`config.mk`:
```
export PLATFORM = sky130hd
export DESIGN_NAME = run_length_detector
export DESIGN_NICKNAME = d
export VERILOG_FILES = /design/src/rtl/run_length_detector.sv
export SDC_FILE = /design/constraint.sdc
export NUM_CORES = 1
export LEC_CHECK = 0
export ABC_CLOCK_PERIOD_IN_PS = 2600
export BUFFER_PORTS_ARGS = -buffer_cell sky130_fd_sc_hd__buf_4
export CAP_MARGIN = 15
export CORE_MARGIN = 1.5
export CORE_UTILIZATION = 52
export CTS_CLUSTER_DIAMETER = 60
export DETAILED_ROUTE_END_ITERATION = 6
export GPL_ROUTABILITY_DRIVEN = 0
export GPL_TIMING_DRIVEN = 0
export PLACE_DENSITY = 0.92
export SLEW_MARGIN = 20
export SYNTH_ARGS = -nofsm -noshare
export SYNTH_HDL_FRONTEND = slang
export SYNTH_SLANG_ARGS = --single-unit
```
`constraint.sdc`:
```
create_clock -name clk -period 2.6 [get_ports clk]
set_input_delay 0.26 -clock clk [delete_from_list [all_inputs] [get_ports clk]]
set_output_delay 0.26 -clock clk [all_outputs]
set_load 0.01 [all_outputs]
```
`src/rtl/run_length_detector.sv`:
```
// Run-length detector: 3-state FSM plus a saturating run counter with Moore zero/one run flags.
// Optional hit-event counter is built when RUN_LENGTH_DETECTOR_HIT_COUNT_EN is defined.
module run_length_detector #(
    parameter int ZERO_RUN = 4,
    parameter int ONE_RUN  = 4,
    parameter int HIT_W    = 8
) (
    input  logic             clk,
    input  logic             reset,
    input  logic             en,
    input  logic             w,
    input  logic [1:0]       det_mask,
    output logic             z,
    output logic             z_zero,
    output logic             z_one,
    output logic [7:0]       run_len,
    output logic [1:0]       state,
    output logic [HIT_W-1:0] hit_cnt
);

    typedef enum logic [1:0] {
        IDLE = 2'd0,
        ZRUN = 2'd1,
        ORUN = 2'd2
    } state_t;

    localparam logic [7:0] ZERO_TH = 8'(ZERO_RUN);
    localparam logic [7:0] ONE_TH  = 8'(ONE_RUN);

    state_t     state_reg, state_next;
    logic [7:0] run_len_reg, run_len_next;
    logic [7:0] run_len_inc;
    logic [1:0] run_flag;

    always_ff @(posedge clk) begin
        if (reset) begin
            state_reg   <= IDLE;
            run_len_reg <= 8'd0;
        end else begin
            state_reg   <= state_next;
            run_len_reg <= run_len_next;
        end
    end

    assign run_len_inc = (run_len_reg == 8'hFF) ? run_len_reg : run_len_reg + 8'd1;

    always_comb begin
        state_next   = state_reg;
        run_len_next = run_len_reg;
        if (en) begin
            unique case (state_reg)
                ZRUN: begin
                    if (!w) begin
                        run_len_next = run_len_inc;
                    end else begin
                        state_next   = ORUN;
                        run_len_next = 8'd1;
                    end
                end
                ORUN: begin
                    if (w) begin
                        run_len_next = run_len_inc;
                    end else begin
                        state_next   = ZRUN;
                        run_len_next = 8'd1;
                    end
                end
                default: begin
                    state_next   = w ? ORUN : ZRUN;
                    run_len_next = 8'd1;
                end
            endcase
        end
    end

    // Index 0 decodes the zero-run flag, index 1 the one-run flag.
    generate
        for (genvar gi = 0; gi < 2; gi++) begin : g_flag
            localparam state_t     RUN_ST = (gi == 0) ? ZRUN : ORUN;
            localparam logic [7:0] RUN_TH = (gi == 0) ? ZERO_TH : ONE_TH;
            assign run_flag[gi] = (state_reg == RUN_ST) && (run_len_reg >= RUN_TH) && det_mask[gi];
        end
    endgenerate

    assign z_zero  = run_flag[0];
    assign z_one   = run_flag[1];
    assign z       = z_zero | z_one;
    assign run_len = run_len_reg;
    assign state   = state_reg;

`ifdef RUN_LENGTH_DETECTOR_HIT_COUNT_EN
    logic             z_prev_reg;
    logic [HIT_W-1:0] hit_cnt_reg;

    // An event is a 0->1 transition of z as seen across consecutive clock cycles.
    always_ff @(posedge clk) begin
        if (reset) begin
            z_prev_reg  <= 1'b0;
            hit_cnt_reg <= '0;
        end else begin
            z_prev_reg <= z;
            if (z && !z_prev_reg && (hit_cnt_reg != {HIT_W{1'b1}})) begin
                hit_cnt_reg <= hit_cnt_reg + HIT_W'(1);
            end
        end
    end

    assign hit_cnt = hit_cnt_reg;
`else
    assign hit_cnt = '0;
`endif

endmodule

```
---- After elaboration in Yosys (flattened, before gate mapping) ----
Cells that the tools add are included.
operators by class
  reduce and logical (&&, ||, !) cells .... 5
  magnitude comparators ................... 1
  add/sub/neg operators ................... 1
  bitwise logic cells ..................... 1
  muxes and demuxes ....................... 8
  eq/ne operators ......................... 5
operators by type and width
  cell                 count
  $mux 8               3
  $pmux 8 s2           1
  $add 8x1->8 const B  1
  $eq 8x8->1 const B   1
  $ge 8x3->1 const B   1
  $mux 2               3
  $logic_and 1x1->1    4
  $ne 2x2->1 const B   2
  $pmux 2 s2           1
  $reduce_and 3->1     1
  $eq 2x1->1 const B   1
  $eq 2x2->1 const B   1
  $or 1x1->1           1
word-level totals
  word-level logic and storage cells ...... 23
  register bits ........................... 10
  input port bits ......................... 6
  output and inout bits ................... 21

---- Depth between registers and ports, before layout ----
Gate-level depths: netlist (run 1).
  depth after elaboration ................. 4
  depth in mapped cells ................... 6
  gate-level depth less buffers ........... 5

---- Least setup slack after synthesis (run 1) ----
No wires, ideal clock.
  kind .................................... reg2reg
  start point ............................. reg state_reg[0] (netlist: state[0])
  end point ............................... reg run_len_reg[7] (netlist: run_len[7])
  arrival ................................. 1.480 ns
  path buffers ............................ 0
  period minus slack after synthesis ...... 1.592 ns
  required time ........................... 2.488 ns
  cell stages (with the launch flop) ...... 6
  path slack .............................. 1.008 ns
  library setup time ...................... 0.112 ns
  cell sequence ........................... dfxtp_1 -> inv_1 -> ha_1 -> and2b_2 -> a41oi_1 -> a2111oi_1
between the ends
  cells in the longest elaborated chain, start to end .. 2
  elaborated cells between the ends (all ways) .. 3
  those cells by class .................... 2 x eq/ne; 1 x mux
ends and longest elaborated chain
  item                                      line  source
  from (decl)                               30    state_t state_reg, state_next;
  from (signal assigned)                    40    state_reg <= state_next;
  $eq 2x2->1 or $eq 2x1->1 (tied branches)  51    unique case (state_reg)
  $pmux 8 s2 *                              51
  to (signal assigned)                      41    run_len_reg <= run_len_next;
  to (decl)                                 31    logic [7:0] run_len_reg, run_len_next;
Mark *: on every way between the ends. The rest lies on a longest branch, timed or not.
A chain may end at the register's enable or synchronous reset.

---- Final worst setup path (run 1) ----
  start point ............................. reg run_len_reg[2] (netlist: run_len[2])
  end point ............................... out z
between the ends
  cells in the longest elaborated chain, start to end .. 4
  elaborated cells between the ends (all ways) .. 6
  those cells by class .................... 1 x order compare; 1 x bitwise; 4 x reduce/logical
ends and longest elaborated chain
  item                             line  source
  $ge 8x3->1 *                     81    assign run_flag[gi] = (state_reg == RUN_ST) && (run_len_reg >= RUN_TH) && det_mask[gi];
  $logic_and 1x1->1 (2 in series)  81
  $or 1x1->1 *                     87    assign z = z_zero | z_one;
  to (decl)                        13    output logic z,
Marked as above.

==> impl_summary.md, run 1 <==
Run status
The flow ran to the end, and the final reports show no timing, DRC or antenna violations.

Timing
Based on the critical path, the design can be clocked at up to ~520 MHz. Setup repair after global routing left no endpoint under its margin. The final critical-path required period is 1.916 ns.

Dividing the final minimum period by the clock period gives between 70% and 80%. The final count of hold timing violations is 0. The final-report max-slew violation count is 0.

Setup total negative slack on the finished layout was measured at 0 ns. Setup violations remaining at the end of the flow were counted as 0. Clock skew on the completed layout was measured at between 0.005 and 0.006 ns.

The worst-case setup margin in the final layout is 0.6844 ns. Hold is met by about 0.2 ns.

Clock tree
After clock tree synthesis, the setup repair step added 0 buffers. Clock tree synthesis found a total of 10 sinks. Gates resized during post-CTS repair numbered 0.

The TritonCTS buffer count is 3. The H-tree depth is 1. The root buffer cell chosen for the clock tree is sky130_fd_sc_hd__clkbuf_4. The later pin in the worst-skew pair is clocked with a latency of approximately 0.27 ns. The register clock-pin slew on the reported worst setup and hold paths is around 0.070 ns. The clock passes through at most 2 buffers. The total of hold buffers inserted after clock tree synthesis is 0.

The clock tree from TritonCTS is done.

Final layout
The post-route netlist has ~32% of its cells at a drive strength greater than 1. Relative to the synthesized area, the layout overhead comes to 27.50%. For this run, the post-layout net count is approximately 140. Summing all non-filler instances in the final layout gives an area of about 1000 um2. The flip-flop count of the largest register after layout is 8. The final instance count without filler cells is 139. The antenna diode count is 0.

Logic synthesis
Sequential elements use between 20 and 30% of the synthesized area. The count of flip-flops with a built-in enable after synthesis is 0. The cell area that synthesis handed to floorplanning was ~790 um2. The share of async-settable or async-resettable flops after synthesis is 0%.

Each instance of the synthesized netlist takes up on average 8.284 um2. The commonest cells after synthesis are 10 x sky130_fd_sc_hd__buf_4, 10 x sky130_fd_sc_hd__dfxtp_1, 9 x sky130_fd_sc_hd__inv_1. Of all cell types, the one taking the most synthesized area is sky130_fd_sc_hd__dfxtp_1. The share of Yosys cell area claimed by the top area cell type is 25.44%. The count of unique library cells instantiated by Yosys is 37. Ranked by total cell area, the synthesized netlist is headed by sky130_fd_sc_hd__dfxtp_1 25%, sky130_fd_sc_hd__buf_4 9.5%, sky130_fd_sc_hd__ha_1 6.4%, sky130_fd_sc_hd__a211oi_1 5.7%, sky130_fd_sc_hd__a21oi_1 5.1%. The number of synthesis warnings is 0. The number of storage elements in the synthesis netlist is 10. The commonest register cell after synthesis is sky130_fd_sc_hd__dfxtp_1. Counting every instance in the synthesized netlist gives 95.

Floorplan
In this run the core area contains 13 standard-cell rows. The floorplan step defined a core boundary enclosing about 1400 um2. The vertical die dimension is approximately 42 um. The floorplan step set the die width to 41.91 um. The initial core utilization is about three fifths.

During I/O placement, the number of pins put on the boundary was 27. The die covers roughly 1800 um2.

Worst setup path
In this run the register-to-register setup slack is roughly 0.9 ns. The worst setup path category is flip-flop to primary output. The data required time of the worst path is about 2.3 ns. The worst endpoint data arrival time is 1.66 ns. Counting both buffers and inverters, the worst setup path holds a total of 1. The slowest cell on the critical path is sky130_fd_sc_hd__nor4_1.

Grouping stages by cell kind, the critical path spends the most delay in simple AND/OR/NAND/NOR gates. The largest fanout on the critical path is 9. The critical path goes through nor4_1 > a21oi_1 > or2_2 > buf_4. For this run, the slowest stage of the critical path takes approximately 0.4 ns. The type of element capturing the critical path is a primary output. The worst setup path is launched from a flip-flop.

Routing
Summed over all layers, the routed wires come to between 1500 and 2000 um. For this run, design rule violations remaining after detail routing come to 0. The mean routed wirelength per cell is 12.50 um. For this block, the initial DRC count from the detailed router was 25.

The remaining antenna violation count after routing is 0. For this block, the via count after detailed routing is 807. The length of the first detailed-routing pass in iterations is 4. The average vias per placed instance is between 5 and 6.

Run
Max-cap violations in this run came to 0.

Place
The worst setup timing slack at the placement stage is 0.9048 ns. Once detailed placement completed, the half-perimeter wirelength came to around 1300 um. The number of port buffers is 18. After detailed placement, the design holds a cell count of around 140. The cell area reported after detailed placement is ~970 um2.

GRT
Global routing finished with a remaining overflow of 0. The first global-routing pass estimated 2967 um of wire. The number of antenna violations at the first check in global routing is 0. Entering global routing, the biggest net connects 11 pins. The overall track demand over capacity in global routing is approximately a fifth. The via count of the first global-routing pass is between 700 and 800.

Pwr
In this run the static leakage power is about 0.43 nW. Power spread over the standard cell area amounts to ~390 nW/um2. The combinational fraction of design power is 21.4%.

VDD sags by at most 283.8 uV. The switching share of total power is 27.51%. The internal portion of the total power is approximately 0.28 mW.

The switching power is 0.1071 mW. Sequential cells account for approximately two fifths of the total power. Per report_power, the clock group accounts for about 37% of the total.

Min path
The worst hold path class is primary input to flip-flop.
## final timing paths
| path | depth (start not counted) | end | from |
|---|---|---|---|
| setup reg to reg | 5 | run_len[7] | state[0] |
| setup / recovery | 4 | z | run_len[2] |
| hold / removal | 2 | run_len[2] | reset |
| hold reg to reg | 2 | state[1] | state[1] |
## logic make-up after synthesis
logic type | count (synthesis) | share of synthesized area, %
adder cells (fa/ha/maj) | 4 | 6.360
AO/OA/AOI/OAI | 32 | 29.41
AND/OR/NAND/NOR | 23 | 17.65
buffers and inverters | 21 | 14.94
multiplexers | 4 | 5.723
flip-flops | 10 | 25.44
other | 1 | 0.4765
## power by group through the flow
stage / registers (mW) / clock network [mW] / logic, mW
floorplan: 0.168 / 0 / 0.0564
global placement: 0.167 / 0 / 0.0805
detailed placement: 0.167 / 0 / 0.0823
CTS: 0.164 / 0.147 / 0.0827
global route: 0.164 / 0.154 / 0.0930
finish: 0.163 / 0.142 / 0.0833
## placed cells by master, fill, tap and decap left out, drive strengths merged
| cell type | instances |
|---|---|
| and2b | 1 |
| nand2b | 1 |
| o2111ai | 1 |
| nor2 | 1 |
| inv | 9 |
| a41oi | 2 |
| conb | 8 |
| nor4b | 1 |
| a2111oi | 2 |
| clkbuf | 5 |
| o211ai | 4 |
| nand2 | 7 |
| a2111o | 1 |
| o21ai | 3 |
| nor3 | 1 |
| a211oi | 6 |
| ha | 4 |
| dfxtp | 10 |
| mux2 | 1 |
| and3 | 3 |
| buf | 29 |
| o311ai | 1 |
| nand4 | 3 |
| a211o | 1 |
| nor4 | 1 |
| and4 | 1 |
| a21oi | 8 |
| a22o | 1 |
| mux2i | 3 |
| and2 | 1 |
| a31oi | 2 |
| or4b | 1 |
| or2 | 1 |
## layer usage
| metal | global-route usage [%] | vias up | wire length (um) |
|---|---|---|---|
| met5 | 0 | - | 0 |
| met4 | 3.871 | 0 | 0 |
| met3 | 9.130 | 0 | 162 |
| met2 | 36.25 | 37 | 821 |
| met1 | 24.87 | 372 | 754 |
| li1 | - | 398 | - |
## final cells by class
class	count	area, um2
multi-input combinational	71	495.5
fill	124	346.6
sequential	10	200.2
timing repair buffer	18	135.1
buffer	12	83.83
clock buffer	4	36.28
inverter	9	33.78
tap	15	18.77
## per-stage QoR
step / util, % / total power [mW]
2_1_floorplan: - / 0.2245
3_3_place_gp: 71.64 / 0.2472
3_5_place_dp: 71.64 / 0.2494
4_1_cts: 74.33 / 0.3928
5_1_grt: 74.33 / 0.4110
6_report: 74.33 / 0.3892
No activity file was read; power rests on OpenSTA's default activity.
==> run 2: changes to the inputs <==
Settings changed: ABC_CLOCK_PERIOD_IN_PS 2600 to 1660, CORE_UTILIZATION 52 to 44, PLACE_DENSITY 0.92 to 0.84.
Clock period 2.6 ns to 1.66 ns, I/O delays scaled along.
==> run 2 against run 1 <==
Net effect:
- clock skew is 0.0033 ns lower
- core utilization is 9.0 points lower
- sequential share of layout area is 0.78 points lower
- power is 47% higher
- largest power group unchanged
- critical path depth stayed put
==> impl_summary.md, run 2 (synthesis results as in run 1) <==
Worst setup path
The critical path goes through nor4_4 > a21oi_2 > or2_4 > buf_6. The worst setup path category is flip-flop to primary output. The worst endpoint data arrival time is between 1 and 1.5 ns. STA classifies the critical path startpoint as a flip-flop. The type of element capturing the critical path is a primary output. Data on the critical path is required at its endpoint by 1.49 ns. The largest single stage delay on the critical path is 0.37 ns. The family with the most delay on the worst path is simple AND/OR/NAND/NOR gates. On the critical path, the stage with the largest delay is an instance of sky130_fd_sc_hd__nor4_4. The largest fanout on the critical path is 4. The number of buffers and inverters on the critical path is 1.

Pwr
Summed over all cells, the static leakage comes to approximately 0.47 nW. The power after layout is 0.5721 mW. VDD sags by at most about 370 uV.

The power per unit of standard cell area is 512.6 nW/um2.

Final layout
The antenna diode count is 0. The final net count is roughly 140. From synthesis to final layout, the design area changed by 41.81%. The finished cells cover about 1100 um2. The final design utilization is about two thirds. The top cell types in the final layout, fill and taps aside, are 33 x sky130_fd_sc_hd__buf_4, 9 x sky130_fd_sc_hd__inv_1, 8 x sky130_fd_sc_hd__conb_1. The number of filler instances in the final layout is around 140. The final instance count without filler cells is between 150 and 200. The post-route netlist has between 40% and 50% of its cells at a drive strength greater than 1.

The flip-flop count of the largest register after layout is 8. Summing all flip-flop and latch instances after layout gives around 210 um2. The multi-input combinational cells in the finished layout cover a total of ~550 um2. The most common cell after layout, fill and taps aside is sky130_fd_sc_hd__buf_4.

Timing
The final count of hold timing violations is 0. The final-report max-slew violation count was 0. The total negative slack for setup checks is 0 ns. The final number of setup-violating endpoints is 0. The worst path in the final design needs a cycle of between 1.5 and 2 ns, including I/O delays and setup. Of the available clock period, the critical path in the final layout requires between 90% and 100%.

The tightest hold path in the finished design has a slack of approximately 0.13 ns. The timing-limited maximum frequency is slightly above 600 MHz. The worst path meets setup with between 0.02 and 0.03 ns of slack. The setup clock skew after layout is approximately 0.0019 ns.

Place
Prior to clock tree synthesis, the placed netlist has a worst setup slack of -0.03428 ns. During placement, the flow inserted port buffers numbering 18. The wire-length estimate of the detail-placed layout is about 1400 um. The cell area reported after detailed placement is just under 1000 um2.

The placed cell count is ~150.

GRT
The first global-routing pass estimated around 3100 um of wire. The total overflow left after global routing is 0. The number of antenna violations at the first check in global routing is 0. Global routing used between 20% and 30% of the available tracks across all layers. The via count of the first global-routing pass was approximately 750. Entering global routing, the biggest net connects 11 pins.

Clock tree
The register clock-pin slew on the reported worst setup and hold paths is approximately 0.07 ns. At the later pin of the worst-skew pair, clock insertion delay measures between 0.2 and 0.3 ns. The TritonCTS buffer count is 3. The cell at the root of the clock tree is sky130_fd_sc_hd__clkbuf_4. TritonCTS built the clock tree. The clock passes through at most 2 buffers. The H-tree depth is 1. Clock tree synthesis found a total of 10 sinks.

Floorplan
Once the floorplan was initialized, standard cells occupied between 40% and 50% of the core. The floorplan step set the die width to approximately 45 um. In this run the core area contains 15 standard-cell rows. The top-level I/O count is 27.

The full die area is roughly 2000 um2. The core area is 1708 um2. The vertical die dimension is 45.29 um.

Routing
The post-detailed-route DRC marker count is 0. In this run the remaining antenna-violating nets after routing total 0. The starting DRC count in detailed routing is 26. Wires add up to around 2100 um. The average vias per placed instance is between 5 and 6.

The first detailed-routing pass ran for 4 iterations. The total via count after detailed routing is 856. In the final routed layout, each cell accounts on average for around 14 um.

Min path
The path class of the tightest hold or removal check is primary input to flip-flop.

Run status
The run finished with clean final reports.

Run
Max-cap violations in this run came to 0.
## run 2: path summary, 6_finish.rpt
check,startpoint,end,slack [ns],depth (start not counted)
hold reg to reg,state[0],state[0],0.50,2
setup / recovery,run_len[5],z,0.03,4
hold / removal,reset,run_len[2],0.13,2
setup reg to reg,run_len[0],run_len[0],0.10,4
## run 2: worst reg2reg max path: cells and delay by family, from the launching register on
| kind | cells | cell delay [ns] |
|---|---|---|
| AND/OR/NAND/NOR | 2 | 0.69 |
| adder cells (fa/ha/maj) | 1 | 0.23 |
| flip-flops | 1 | 0.38 |
| AO/OA/AOI/OAI | 1 | 0.17 |
## run 2: layout make-up
cell class	instances	share of cell area (%)
inverter	9	3.027
multi-input combinational	71	48.99
timing repair buffer	24	16.48
clock buffer	3	2.018
buffer	12	7.511
tap	25	2.803
sequential	10	19.17
## run 2: power breakdown
group | leakage, nW | internal [mW] | switching, mW | total [mW]
clock network | 0.0138 | 0.0839 | 0.0857 | 0.170
logic | 0.368 | 0.0706 | 0.0765 | 0.147
registers | 0.0848 | 0.245 | 0.0101 | 0.255
## run 2: per-layer routing
layer | GRT usage (%) | vias up | share of wire (%)
li1 | - | 410 | -
met1 | 25.00 | 401 | 42
met2 | 34.00 | 38 | 51
met3 | 4.000 | 7 | 4.6
met4 | 12.94 | 0 | 2.5
met5 | 0 | - | 0
## run 2: repair_timing
action | CTS | global route
resized for setup | 5 | 15
setup endpoints to repair | 3 | 7
endpoints found under the hold margin | 0 | 0
pin swaps | 1 | 4
hold buffers | 0 | 0
buffers inserted | 1 | 5
